<file path="src/rtl/noc_endpoint_ni.sv">
// rtl/noc_endpoint_ni.sv - mesh NoC endpoint network interface: packetizes TX commands/words and
// depacketizes router flits into delivered body words with source coordinates.
module noc_endpoint_ni #(
    parameter int DATA_WIDTH  = 32,
    parameter int X_DIMENSION = 4,
    parameter int Y_DIMENSION = 4,
    parameter int MAX_LEN     = 8,
    parameter int SOURCE_X    = 0,
    parameter int SOURCE_Y    = 0,
    localparam int X_WIDTH    = $clog2(X_DIMENSION),
    localparam int Y_WIDTH    = $clog2(Y_DIMENSION),
    localparam int LEN_WIDTH  = $clog2(MAX_LEN + 1)
) (
    input  logic                  clk_i,
    input  logic                  rst_i,

    input  logic                  cmd_valid_i,
    output logic                  cmd_ready_o,
    input  logic [X_WIDTH-1:0]    cmd_dest_x_i,
    input  logic [Y_WIDTH-1:0]    cmd_dest_y_i,
    input  logic [LEN_WIDTH-1:0]  cmd_len_i,

    input  logic [DATA_WIDTH-1:0] tx_data_i,
    input  logic                  tx_valid_i,
    output logic                  tx_ready_o,

    output logic [DATA_WIDTH-1:0] noc_data_o,
    output logic                  noc_valid_o,
    input  logic                  noc_ready_i,

    input  logic [DATA_WIDTH-1:0] noc_data_i,
    input  logic                  noc_valid_i,
    output logic                  noc_ready_o,

    output logic [DATA_WIDTH-1:0] rx_data_o,
    output logic                  rx_valid_o,
    input  logic                  rx_ready_i,
    output logic                  rx_last_o,
    output logic [X_WIDTH-1:0]    rx_src_x_o,
    output logic [Y_WIDTH-1:0]    rx_src_y_o,

    output logic                  err_o
);

    // Header field offsets, LSB first: dest_x, dest_y, src_x, src_y, len.
    localparam int DY_LSB   = X_WIDTH;
    localparam int SX_LSB   = X_WIDTH + Y_WIDTH;
    localparam int SY_LSB   = 2 * X_WIDTH + Y_WIDTH;
    localparam int LEN_LSB  = 2 * X_WIDTH + 2 * Y_WIDTH;
    localparam int HDR_BITS = LEN_LSB + LEN_WIDTH;

    localparam logic [X_WIDTH-1:0]   MY_X    = X_WIDTH'(SOURCE_X);
    localparam logic [Y_WIDTH-1:0]   MY_Y    = Y_WIDTH'(SOURCE_Y);
    localparam logic [LEN_WIDTH-1:0] LEN_MAX = LEN_WIDTH'(MAX_LEN);

    generate
        if (DATA_WIDTH < HDR_BITS) begin : g_width_check
            $error("noc_endpoint_ni: DATA_WIDTH too small for header fields");
        end
    endgenerate

    typedef enum logic [1:0] {T_IDLE, T_HEAD, T_BODY} tx_state_t;
    typedef enum logic       {R_HEAD, R_BODY}         rx_state_t;

    tx_state_t             r_tx_state;
    logic [X_WIDTH-1:0]    r_tx_dest_x;
    logic [Y_WIDTH-1:0]    r_tx_dest_y;
    logic [LEN_WIDTH-1:0]  r_tx_len;
    logic [LEN_WIDTH-1:0]  r_tx_remaining;

    rx_state_t             r_rx_state;
    logic [LEN_WIDTH-1:0]  r_rx_remaining;
    logic [X_WIDTH-1:0]    r_rx_src_x;
    logic [Y_WIDTH-1:0]    r_rx_src_y;

    logic                  r_err;

    logic [DATA_WIDTH-1:0] w_tx_header;
    logic                  w_cmd_len_ok;
    logic                  w_tx_err;
    logic [X_WIDTH-1:0]    w_in_dest_x;
    logic [Y_WIDTH-1:0]    w_in_dest_y;
    logic [X_WIDTH-1:0]    w_in_src_x;
    logic [Y_WIDTH-1:0]    w_in_src_y;
    logic [LEN_WIDTH-1:0]  w_in_len;
    logic                  w_in_len_ok;
    logic                  w_rx_err;

    assign w_cmd_len_ok = (cmd_len_i != '0) && (cmd_len_i <= LEN_MAX);
    assign w_tx_err     = (r_tx_state == T_IDLE) && cmd_valid_i && !w_cmd_len_ok;

    assign w_in_dest_x  = noc_data_i[0 +: X_WIDTH];
    assign w_in_dest_y  = noc_data_i[DY_LSB +: Y_WIDTH];
    assign w_in_src_x   = noc_data_i[SX_LSB +: X_WIDTH];
    assign w_in_src_y   = noc_data_i[SY_LSB +: Y_WIDTH];
    assign w_in_len     = noc_data_i[LEN_LSB +: LEN_WIDTH];
    assign w_in_len_ok  = (w_in_len != '0) && (w_in_len <= LEN_MAX);
    // A misrouted header is flagged but still delivered; only a bad length drops it.
    assign w_rx_err     = (r_rx_state == R_HEAD) && noc_valid_i &&
                          (!w_in_len_ok || (w_in_dest_x != MY_X) || (w_in_dest_y != MY_Y));

    always_comb begin
        w_tx_header                        = '0;
        w_tx_header[0 +: X_WIDTH]          = r_tx_dest_x;
        w_tx_header[DY_LSB +: Y_WIDTH]     = r_tx_dest_y;
        w_tx_header[SX_LSB +: X_WIDTH]     = MY_X;
        w_tx_header[SY_LSB +: Y_WIDTH]     = MY_Y;
        w_tx_header[LEN_LSB +: LEN_WIDTH]  = r_tx_len;
    end

    always_ff @(posedge clk_i) begin
        if (rst_i) begin
            r_tx_state     <= T_IDLE;
            r_tx_dest_x    <= '0;
            r_tx_dest_y    <= '0;
            r_tx_len       <= '0;
            r_tx_remaining <= '0;
        end else begin
            case (r_tx_state)
                T_IDLE: begin
                    if (cmd_valid_i && w_cmd_len_ok) begin
                        r_tx_dest_x <= cmd_dest_x_i;
                        r_tx_dest_y <= cmd_dest_y_i;
                        r_tx_len    <= cmd_len_i;
                        r_tx_state  <= T_HEAD;
                    end
                end
                T_HEAD: begin
                    if (noc_ready_i) begin
                        r_tx_remaining <= r_tx_len;
                        r_tx_state     <= T_BODY;
                    end
                end
                T_BODY: begin
                    if (tx_valid_i && noc_ready_i) begin
                        r_tx_remaining <= r_tx_remaining - 1'b1;
                        if (r_tx_remaining == LEN_WIDTH'(1)) begin
                            r_tx_state <= T_IDLE;
                        end
                    end
                end
                default: r_tx_state <= T_IDLE;
            endcase
        end
    end

    always_ff @(posedge clk_i) begin
        if (rst_i) begin
            r_rx_state     <= R_HEAD;
            r_rx_remaining <= '0;
            r_rx_src_x     <= '0;
            r_rx_src_y     <= '0;
        end else begin
            case (r_rx_state)
                R_HEAD: begin
                    if (noc_valid_i && w_in_len_ok) begin
                        r_rx_src_x     <= w_in_src_x;
                        r_rx_src_y     <= w_in_src_y;
                        r_rx_remaining <= w_in_len;
                        r_rx_state     <= R_BODY;
                    end
                end
                R_BODY: begin
                    if (noc_valid_i && rx_ready_i) begin
                        r_rx_remaining <= r_rx_remaining - 1'b1;
                        if (r_rx_remaining == LEN_WIDTH'(1)) begin
                            r_rx_state <= R_HEAD;
                        end
                    end
                end
                default: r_rx_state <= R_HEAD;
            endcase
        end
    end

    always_ff @(posedge clk_i) begin
        if (rst_i) begin
            r_err <= 1'b0;
        end else if (w_tx_err || w_rx_err) begin
            r_err <= 1'b1;
        end
    end

    // Body phases are pure pass-through so a stalled router back-pressures the source directly.
    always_comb begin
        noc_valid_o = 1'b0;
        noc_data_o  = '0;
        tx_ready_o  = 1'b0;
        case (r_tx_state)
            T_HEAD: begin
                noc_valid_o = 1'b1;
                noc_data_o  = w_tx_header;
            end
            T_BODY: begin
                noc_valid_o = tx_valid_i;
                noc_data_o  = tx_data_i;
                tx_ready_o  = noc_ready_i;
            end
            default: ;
        endcase
    end

    assign cmd_ready_o = (r_tx_state == T_IDLE);

    assign noc_ready_o = (r_rx_state == R_HEAD) ? 1'b1 : rx_ready_i;
    assign rx_valid_o  = (r_rx_state == R_BODY) && noc_valid_i;
    assign rx_data_o   = noc_data_i;
    assign rx_last_o   = (r_rx_state == R_BODY) && (r_rx_remaining == LEN_WIDTH'(1));
    assign rx_src_x_o  = r_rx_src_x;
    assign rx_src_y_o  = r_rx_src_y;
    assign err_o       = r_err;

endmodule

</file>
<file path="config.mk">
export PLATFORM = sky130hd
export DESIGN_NAME = noc_endpoint_ni
export DESIGN_NICKNAME = d
export VERILOG_FILES = /design/src/rtl/noc_endpoint_ni.sv
export SDC_FILE = /design/constraint.sdc
export NUM_CORES = 1
export LEC_CHECK = 0
export CAP_MARGIN = 20
export CORE_UTILIZATION = 33
export CTS_CLUSTER_SIZE = 20
export DETAILED_ROUTE_END_ITERATION = 12
export PLACE_DENSITY_LB_ADDON = 0.25
export SYNTH_ARGS = -nofsm -noshare
export SYNTH_HDL_FRONTEND = slang
export SYNTH_SLANG_ARGS = --single-unit
</file>
<file path="constraint.sdc">
create_clock -name clk_i -period 1.9 [get_ports clk_i]
set_input_delay 0.38 -clock clk_i [delete_from_list [all_inputs] [get_ports clk_i]]
set_output_delay 0.38 -clock clk_i [all_outputs]
set_load 0.005 [all_outputs]
</file>
Yosys cells after proc, flatten, opt, wreduce, memory -nomap -nowiden
Cells that the tools add are included.
{ "totals": {"regBits": 24, "latch_bits": 0, "mem_bits_rw": 0, "mem_bits_ro": 0, "inputBits": 79, "out_inout_bits": 75, "elab_cells": 72, "mem_count": 0} }
{ "classes": {"n_addsub": 2, "mul": 0, "div": 0, "order_cmp": 2, "n_eq_ne": 10, "shifts": 0, "mux": 19, "n_bitwise": 1, "reduce_logical": 28} }
{ "op_table": {"columns": ["operator", "count"], "rows": [
  ["32-bit case mux with 2 select lines", 1],
  ["4-bit two-way mux", 4],
  ["4-bit case mux with 2 select lines", 2],
  ["1-bit logical AND", 12],
  ["4-bit by 1-bit == test with 1-bit output, second input constant", 2],
  ["4-bit <= comparator, second input constant", 2],
  ["2-bit two-way mux", 4],
  ["4-bit nonzero test", 2],
  ["4-bit by 1-bit subtractor with 4-bit output, second input constant", 2],
  ["2-bit by 1-bit inequality test with 1-bit output, second input constant", 3],
  ["2-bit inequality test, second input constant", 3],
  ["2-bit case mux with 3 select lines", 1],
  ["2-bit AND reduction", 3],
  ["2-bit nonzero test", 3],
  ["1-bit two-way mux", 5],
  ["1-bit case mux with 2 select lines", 2],
  ["4-bit AND reduction", 1],
  ["1-bit logical OR", 3],
  ["3-bit AND reduction", 1],
  ["2-bit by 1-bit == test with 1-bit output, second input constant", 1],
  ["2-bit == test, second input constant", 1],
  ["1-bit zero test", 2],
  ["2-bit zero test", 1],
  ["1-bit NOT", 1]
]} }

Longest topological paths before layout
Gate-level depths: netlist of the first run.
{ "logic_depth": {"word_depth": 7, "ltp_mapped": 8, "ltp_nobuf": 6} }

Worst setup path after synthesis of the first run
OpenSTA, ideal clock, no wires.
{ "synth_path": {"path_type": "flip-flop to output port", "startpoint": "reg r_tx_state[0]", "endpoint": "out noc_data_o[0]", "arrival_time_ps": 1288, "required_ps": 1520, "path_slack_ps": 232, "stages_incl_launch_ff": 7, "path_buffers": 2, "path_cell_list": "dfxtp_1 inv_1 ha_1 clkbuf_1 clkbuf_1 a22oi_1 nor2b_1"} }
{ "synth_via": {"elab_chain_len": 2, "word_cells_on_any_way": 3, "classes_between": "eq/ne (2); mux (1)"} }
{ "synth_rtl": {"columns": ["item", "line", "source"], "rows": [
  ["start, declared", "65", "tx_state_t r_tx_state;"],
  ["start signal, assigned", "113", "r_tx_state <= T_IDLE;"],
  ["start signal, assigned", "125", "r_tx_state <= T_HEAD;"],
  ["start signal, assigned", "131", "r_tx_state <= T_BODY;"],
  ["2-bit == test or 2-bit by 1-bit == test with 1-bit output (tied branches)", "189", "case (r_tx_state)"],
  ["32-bit case mux with 2 select lines *", "189", null],
  ["end, declared", "27", "output logic [DATA_WIDTH-1:0] noc_data_o,"]
]} }
Mark *: on every way between the ends. The rest lies on a longest branch, timed or not.

Worst setup path in the final report of the first run
{ "layout_path": {"startpoint": "in noc_data_i[11]", "endpoint": "out rx_data_o[11]"} }
{ "layout_lines": {"columns": ["item", "line", "source"], "rows": [
  ["start, declared", "31", "input logic [DATA_WIDTH-1:0] noc_data_i,"],
  ["end, declared", "35", "output logic [DATA_WIDTH-1:0] rx_data_o,"]
]} }
No word-level cell between the ends.

==> results of run 1 <==
## worst min path at each step
| stage | from | end | slack (ns) | cells after the start |
|---|---|---|---|---|
| 3_3_place_gp | err_o$_SDFFE_PP0P_ | err_o$_SDFFE_PP0P_ | 0.46 | 2 |
| 4_1_cts | err_o$_SDFFE_PP0P_ | err_o$_SDFFE_PP0P_ | 0.49 | 2 |
| 2_1_floorplan | r_rx_remaining[3]$_SDFFE_PP0P_ | r_rx_remaining[3]$_SDFFE_PP0P_ | 0.46 | 2 |
| 5_1_grt | err_o$_SDFFE_PP0P_ | err_o$_SDFFE_PP0P_ | 0.53 | 2 |
| 3_5_place_dp | err_o$_SDFFE_PP0P_ | err_o$_SDFFE_PP0P_ | 0.47 | 2 |
| 6_report | err_o$_SDFFE_PP0P_ | err_o$_SDFFE_PP0P_ | 0.48 | 2 |
## flip-flops by register name, summed over array words and instances, names as in the netlist
| name | cells |
|---|---|
| r_rx_remaining | 4 |
| r_tx_len | 4 |
| r_tx_remaining | 4 |
| r_tx_dest_x | 2 |
| r_tx_dest_y | 2 |
| r_tx_state | 2 |
| rx_src_x_o | 2 |
| rx_src_y_o | 2 |
| err_o | 1 |
| r_rx_state | 1 |
## metrics by stage
step                setup slack, ns  setup TNS, ns  instances
global placement             -0.219          -2.00        394
finish                       0.0443              0        406
floorplan                     0.232              0        227
detailed placement           -0.258          -2.52        394
global route                -0.0183        -0.0187        406
CTS                         -0.0128        -0.0232        404
## power by group through the flow
stage          Combinational [mW]  Clock, mW  Sequential [mW]
6_report                    0.586      0.458            0.562
3_3_place_gp                0.522          0            0.567
4_1_cts                     0.573      0.468            0.560
3_5_place_dp                0.529          0            0.567
5_1_grt                     0.637      0.492            0.567
2_1_floorplan               0.264          0            0.563
## per-layer routing
layer	share of wire (%)	vias up
li1	-	963
met5	0	-
met2	50	91
met1	40	895
met3	8.4	11
met4	1.3	0
## logic make-up (layout without fill, tap and decap cells)
logic type	after synthesis	count (layout)	share of synthesized area (%)
and+or+nand+nor	91	91	28.3
buffers and inverters	53	162	17.3
AOI/OAI and AO/OA	36	36	15.1
DFF	24	24	26.0
muxes	14	14	7.64
adders and majority gates	7	7	4.73
xor gates and xnor gates	2	2	0.947
## worst max-delay path, stage by stage
cell and delay, ns:
clkdlybuf4s50_1 0.48, buf_4 0.12, clkdlybuf4s50_1 0.49
## final cells by class
class	count	share of cell area, %
repair buffers	149	42.7
multi-input cells	150	36.1
flip-flops and latches	24	15.1
well taps	70	2.73
clock buffers	3	1.29
inverters	9	1.13
clock inverters	1	0.936
## what timing repair did
item	in CTS	in global routing
hold buffers	0	0
setup buffers	5	3
endpoints found under the setup margin	36	28
gates resized for setup	106	20
pin swaps	1	7
gates cloned	2	0
## cells in the final DEF (no fill, tap or decap), drive strengths merged, types with 2 or more instances in the layout
cell type and count:
a21oi 7, a22oi 8, nand3 5, o21ai 3, nand4b 2, buf 49
inv 9, o31ai 3, and3 2, xnor2 2, dfxtp 24, a211oi 2
clkdlybuf4s15 4, and2 27, dlygate4sd2 13, mux2i 13, nor2 18, a31oi 3
nand2 9, nand2b 5, nor4 3, nor2b 12, nor3 3, nor3b 2
a211o 2, ha 7, clkdlybuf4s50 76, clkbuf 8
==> impl_results.md, run 1 <==
- Cell area after synthesis: 1850 µm²
- Fraction of registers with async set/reset: 0%
- Antenna diode count: 0
- CTS tree: done
- Sequential share of the synthesized area: 26.0%
- Largest cells by area after synthesis: dfxtp_1 26%, buf_4 13%, and2_1 9.1%
- Crit Reg-Reg Startpoint: r_tx_state[0]$_SDFFE_PP0P_
- Remaining antenna violation count: 0
- Initial antenna violation count: 0
- Post-DP HPWL: 3850 µm
- Switching power: 423 µW
- GRT busiest layer: met2
- Proportion of netlist area held by the largest area contributor: 26.0%
- Rel. slew slack: 79.0%
- Worst-path clk slew: 0.09 ns
- Most numerous cell in the Yosys netlist: buf_4
- Worst Skew: 0.00898 ns
- FMAX: 539 MHz
- Setup Crit Path Kind: input port to output port
- GRT Total Usage: 17.8%
- Vias in the first global route: 1912
- Initial DRT Pass Iterations: 4
- Cells after synthesis: 227
- Unique cell type count in the Yosys netlist: 44
- Vias per cell: 4.83
- Max VDD drop: 0.000360 V
- Worst setup path startpoint: noc_data_i[11]
- Pwr/cell area: 500 nW/µm²
- CTS H-tree lvls: 1
- Max Cap Viol: 0
- Min-delay worst type: flop to flop
- Critical Path Start Type: input port
- Unrepaired setup endpoints after global routing: yes
- Sequential cell area: 485 µm²
- Tightest Pin Transition: 0.313 ns
- Final period util: 97.7%
- First-iteration detailed-routing DRC count: 50
- Routed WL: 5390 µm
- Switching Fraction: 26.4%
- CP arrival: 1.48 ns
- Post-synth top flop: dfxtp_1
- R2R depth: 8
- Worst skew pair latency: 0.27 ns
- Share of cells above drive strength 1: 25.3%
- Met2 layer usage reported by global route: 33.3%
- Seq pwr share: 35.0%
- Worst flop-to-flop path endpoint: r_tx_state[1]$_SDFFE_PP0P_
- Grt ovf: 0
- R2R Setup Slk: 0.14 ns
- Post-synth top area cell: dfxtp_1
- CTS root buf: clkbuf_8
- Clock period minus worst slack: 1.86 ns
- Synth warn: 0
- Initial Util: 35.3%
- Critical path required time: 1.52 ns
- Synth cell count leaders: 32 x buf_4, 27 x and2_1, 24 x dfxtp_1, 18 x nor2_1, 13 x mux2i_1
- Setup crit end: rx_data_o[11]
- Critical-path maximum fanout: 3
- M1 GR Usage: 19.3%
- Syn avg cell area: 8.15 µm²
- Area delta synth->final: 73.4%
- Clock sinks: 24
- Num CTS Buffers: 3
- Setup violators final: 0
- Global-route wire length before repair: 8710 µm
- Residual DRC count: 0
- Net count, final: 423
- Final Core Density: 61.3%
- Mapped Nets: 313
- Die ar.: 5910 µm²
- Tot Pwr: 1.61 mW
- I/O Pins: 154
- GR Util met3: 4.52%
- Combinational power share: 36.5%
- Clock power frac: 28.5%
- Placed cell area: 3030 µm²
- Buffers on Ports: 113
- Final hold vios: 0
- Leakage power: 1.35 nW
- CP endpoint kind: output port
- EDFF count, synth: 0
- Area of the multi-input gates: 1160 µm²
- Max clock buf depth: 2
- Outcome: finished, final reports clean
- Pin count of the biggest net entering global routing: 27
- Die W: 76.9 µm
- RePlAce Congestion: 0.777
- Hold Slack: 0.481 ns
- Design area: 3210 µm²
- Drt wl/cell: 13.3 µm
- Pint: 1.18 mW
- Die height: 76.9 µm
- Core Rows: 26
- Fillcell total: 458
- Max Transition Viols Final: 0
- DR vias: 1960
- Seq cells post-synth: 24
- Core ar.: 5240 µm²
Note: power is estimated with default switching activity, not from simulation.
==> run 2: changes to the inputs <==
Settings changed: CAP_MARGIN 20 to not set, CORE_UTILIZATION 33 to 30, CTS_BUF_LIST set to sky130_fd_sc_hd__clkbuf_16.
Clock period 1.9 ns to 1.7 ns, I/O delays scaled along.
==> impl_results.md, run 2 (synthesis results as in run 1) <==
- Antenna diode count: 0 (unchanged)
- Core Rows: 28 (was 26)
- Residual DRC count: 0 (unchanged)
- Switching power: 514 µW (was 423 µW)
- Pint: 1.41 mW (was 1.18 mW)
- Critical-path maximum fanout: 5 (was 3)
- Remaining antenna violation count: 0 (unchanged)
- CTS tree: done (unchanged)
- Clock sinks: 24 (unchanged)
- Die ar.: 6490 µm² (was 5910 µm²)
- CTS H-tree lvls: 1 (unchanged)
- R2R Setup Slk: 0.05 ns (was 0.14 ns)
- Outcome: finished, violations left (was finished, final reports clean)
- Max VDD drop: 0.000379 V (was 0.000360 V)
- DR vias: 2003 (was 1960)
- Final Core Density: 60.7% (was 61.3%)
- Post-route setup slack: -0.0999 ns (was 0.0443 ns)
- Buffers on Ports: 113 (unchanged)
- Vias in the first global route: 1964 (was 1912)
- Drt wl/cell: 13.3 µm (about the same)
- Pwr/cell area: 535 nW/µm² (was 500 nW/µm²)
- Hold path cells: 2 (unchanged)
- Commonest non-fill, non-tap cell in the layout: clkdlybuf4s50_1 (unchanged)
- Pin count of the biggest net entering global routing: 27 (unchanged)
- Setup Crit Path Kind: flop to output port (was input port to output port)
- First-iteration detailed-routing DRC count: 50 (unchanged)
- Initial DRT Pass Iterations: 4 (unchanged)
- Cts hold-fix bufs: 0 (unchanged)
- Unrepaired setup endpoints after global routing: yes (unchanged)
- Tightest Pin Transition: 0.350 ns (was 0.313 ns)
- Worst-path clk slew: 0.06 ns (was 0.09 ns)
- I/O Pins: 154 (unchanged)
- Max Transition Viols Final: 0 (unchanged)
- Leakage power: 1.50 nW (was 1.35 nW)
- Core ar.: 5920 µm² (was 5240 µm²)
- RePlAce Congestion: 0.778 (was 0.777)
- Die W: 80.5 µm (was 76.9 µm)
- Area delta synth->final: 94.3% (was 73.4%)
- CP arrival: 1.46 ns (was 1.48 ns)
- Final Instance Count excl. Fillers: 424 (was 406)
- Switching Fraction: 26.7% (was 26.4%)
- Initial Util: 31.3% (was 35.3%)
- Die height: 80.5 µm (was 76.9 µm)
- Inst Count DP: 407 (was 394)
- Rel. slew slack: 76.4% (was 79.0%)
- Setup violators final: 9 (was 0)
- Most frequent cells in the layout: 65 x clkdlybuf4s50_1, 32 x buf_6, 31 x buf_4 (was 76 x clkdlybuf4s50_1, 28 x buf_4, 27 x and2_1)
- Initial antenna violation count: 0 (unchanged)
- Clock period minus worst slack: 1.80 ns
- Min-delay worst type: flop to flop (unchanged)
- GRT Total Usage: 17.1% (was 17.8%)
- Combinational power share: 40.5% (was 36.5%)
- Max Cap Viol: 0 (unchanged)
- Hold Path Sink: rx_src_x_o[0]$_SDFFE_PP0P_ (was err_o$_SDFFE_PP0P_)
- Worst flop-to-flop path endpoint: r_tx_state[1]$_SDFFE_PP0P_ (unchanged)
- Vias per cell: 4.72 (was 4.83)
- Worst skew pair latency: 0.26 ns (was 0.27 ns)
- Min-delay src: rx_src_x_o[0]$_SDFFE_PP0P_ (was err_o$_SDFFE_PP0P_)
- Final hold vios: 0 (unchanged)
- Global-route wire length before repair: 8710 µm (about the same)
- FMAX: 556 MHz
- R2R depth: 8 (unchanged)
- Seq pwr share: 32.8% (was 35.0%)
- Final period util: 106%
- Pre-CTS WS: -0.326 ns (was -0.258 ns)
- Grt ovf: 0 (unchanged)
- CTS root buf: clkbuf_16 (was clkbuf_8)
- Clock power frac: 26.7% (was 28.5%)
- CP endpoint kind: output port (unchanged)
- Max clock buf depth: 2 (unchanged)
- Failing checks: setup timing
- Net count, final: 436 (was 423)
- Num CTS Buffers: 3 (unchanged)
- Top flop regs: r_rx_remaining x4, r_tx_len x4, r_tx_remaining x4 (unchanged)
- Crit Reg-Reg Startpoint: r_tx_state[0]$_SDFFE_PP0P_ (unchanged)
- Post-DP HPWL: 3960 µm (was 3850 µm)
- Routed WL: 5660 µm (was 5390 µm)
- Critical path required time: 1.36 ns (was 1.52 ns)
- Share of cells above drive strength 1: 42.4% (was 25.3%)
- Worst Skew: 0.00282 ns (was 0.00898 ns)
- Critical Path Start Type: flop (was input port)
==> run 2: cell count changes in the layout (fill, tap and decap cells not counted), moves of 4 or more <==
cell             change
buf_6               +28
and2_1              -23
and2_4              +23
clkdlybuf4s50_1     -11
dlygate4sd2_1        -6
buf_2                -5
dlymetal6s2s_1       +5
clkbuf_2             -4
nor2b_1              -4
==> run 2: final cells by class <==
type,instances,area [µm²]
clock buffers,3,75.1
clock inverters,1,3.75
fillers,512,2320
inverters,9,38.8
multi-input cells,150,1270
flip-flops and latches,24,490
well taps,75,93.8
repair buffers,162,1630
==> run 2: what timing repair did <==
item	CTS	global route
buffers inserted	8	5
setup endpoints to repair	58	52
cloned	2	0
resized for setup	188	65
pin swaps	11	15
==> run 2: critical path, cell delays in order, from the launching register on <==
cell and delay [ns]:
dfxtp_4 0.35, buf_6 0.12, ha_4 0.16, buf_6 0.13, buf_6 0.11, a22oi_2 0.15
nor2b_1 0.06, buf_2 0.12
==> run 2: power by group through the flow <==
stage | Combinational, mW | Clock (mW) | Sequential [mW]
final | 0.779 | 0.515 | 0.631
after floorplan | 0.295 | 0 | 0.629
after global routing | 0.836 | 0.556 | 0.635
after CTS | 0.709 | 0.528 | 0.630
after detailed placement | 0.621 | 0 | 0.636
after global placement | 0.613 | 0 | 0.635
==> run 2: worst max-delay path by stage <==
stage / start / to / slack, ns / depth (start not counted)
floorplan: r_tx_state[0]$_SDFFE_PP0P_ / noc_data_o[0] / 0.07 / 6
global placement: noc_data_i[10] / r_rx_remaining[1]$_SDFFE_PP0P_ / -0.32 / 5
detailed placement: noc_data_i[10] / r_rx_remaining[1]$_SDFFE_PP0P_ / -0.33 / 5
CTS: r_tx_state[0]$_SDFFE_PP0P_ / noc_data_o[17] / -0.11 / 7
global route: r_tx_state[0]$_SDFFE_PP0P_ / noc_data_o[2] / -0.16 / 7
finish: r_tx_state[0]$_SDFFE_PP0P_ / noc_data_o[2] / -0.1 / 7
==> run 2: per-layer routing <==
metal / global-route usage [%] / wire (µm)
met1: 18.7 / 2220
met2: 32.4 / 3010
met3: 2.95 / 331
met4: 5.89 / 104
met5: 0 / 0
==> run 2: per-stage QoR <==
stage                     hold WS, ns  area [µm²]  setup TNS, ns  total power, mW
after floorplan                 0.458        1850              0            0.924
after global placement          0.459        3120         -10.45             1.25
after detailed placement        0.483        3120         -11.27             1.26
after CTS                       0.496        3340         -0.846             1.87
after global routing            0.514        3600          -1.54             2.03
final                           0.498        3600         -0.555             1.92
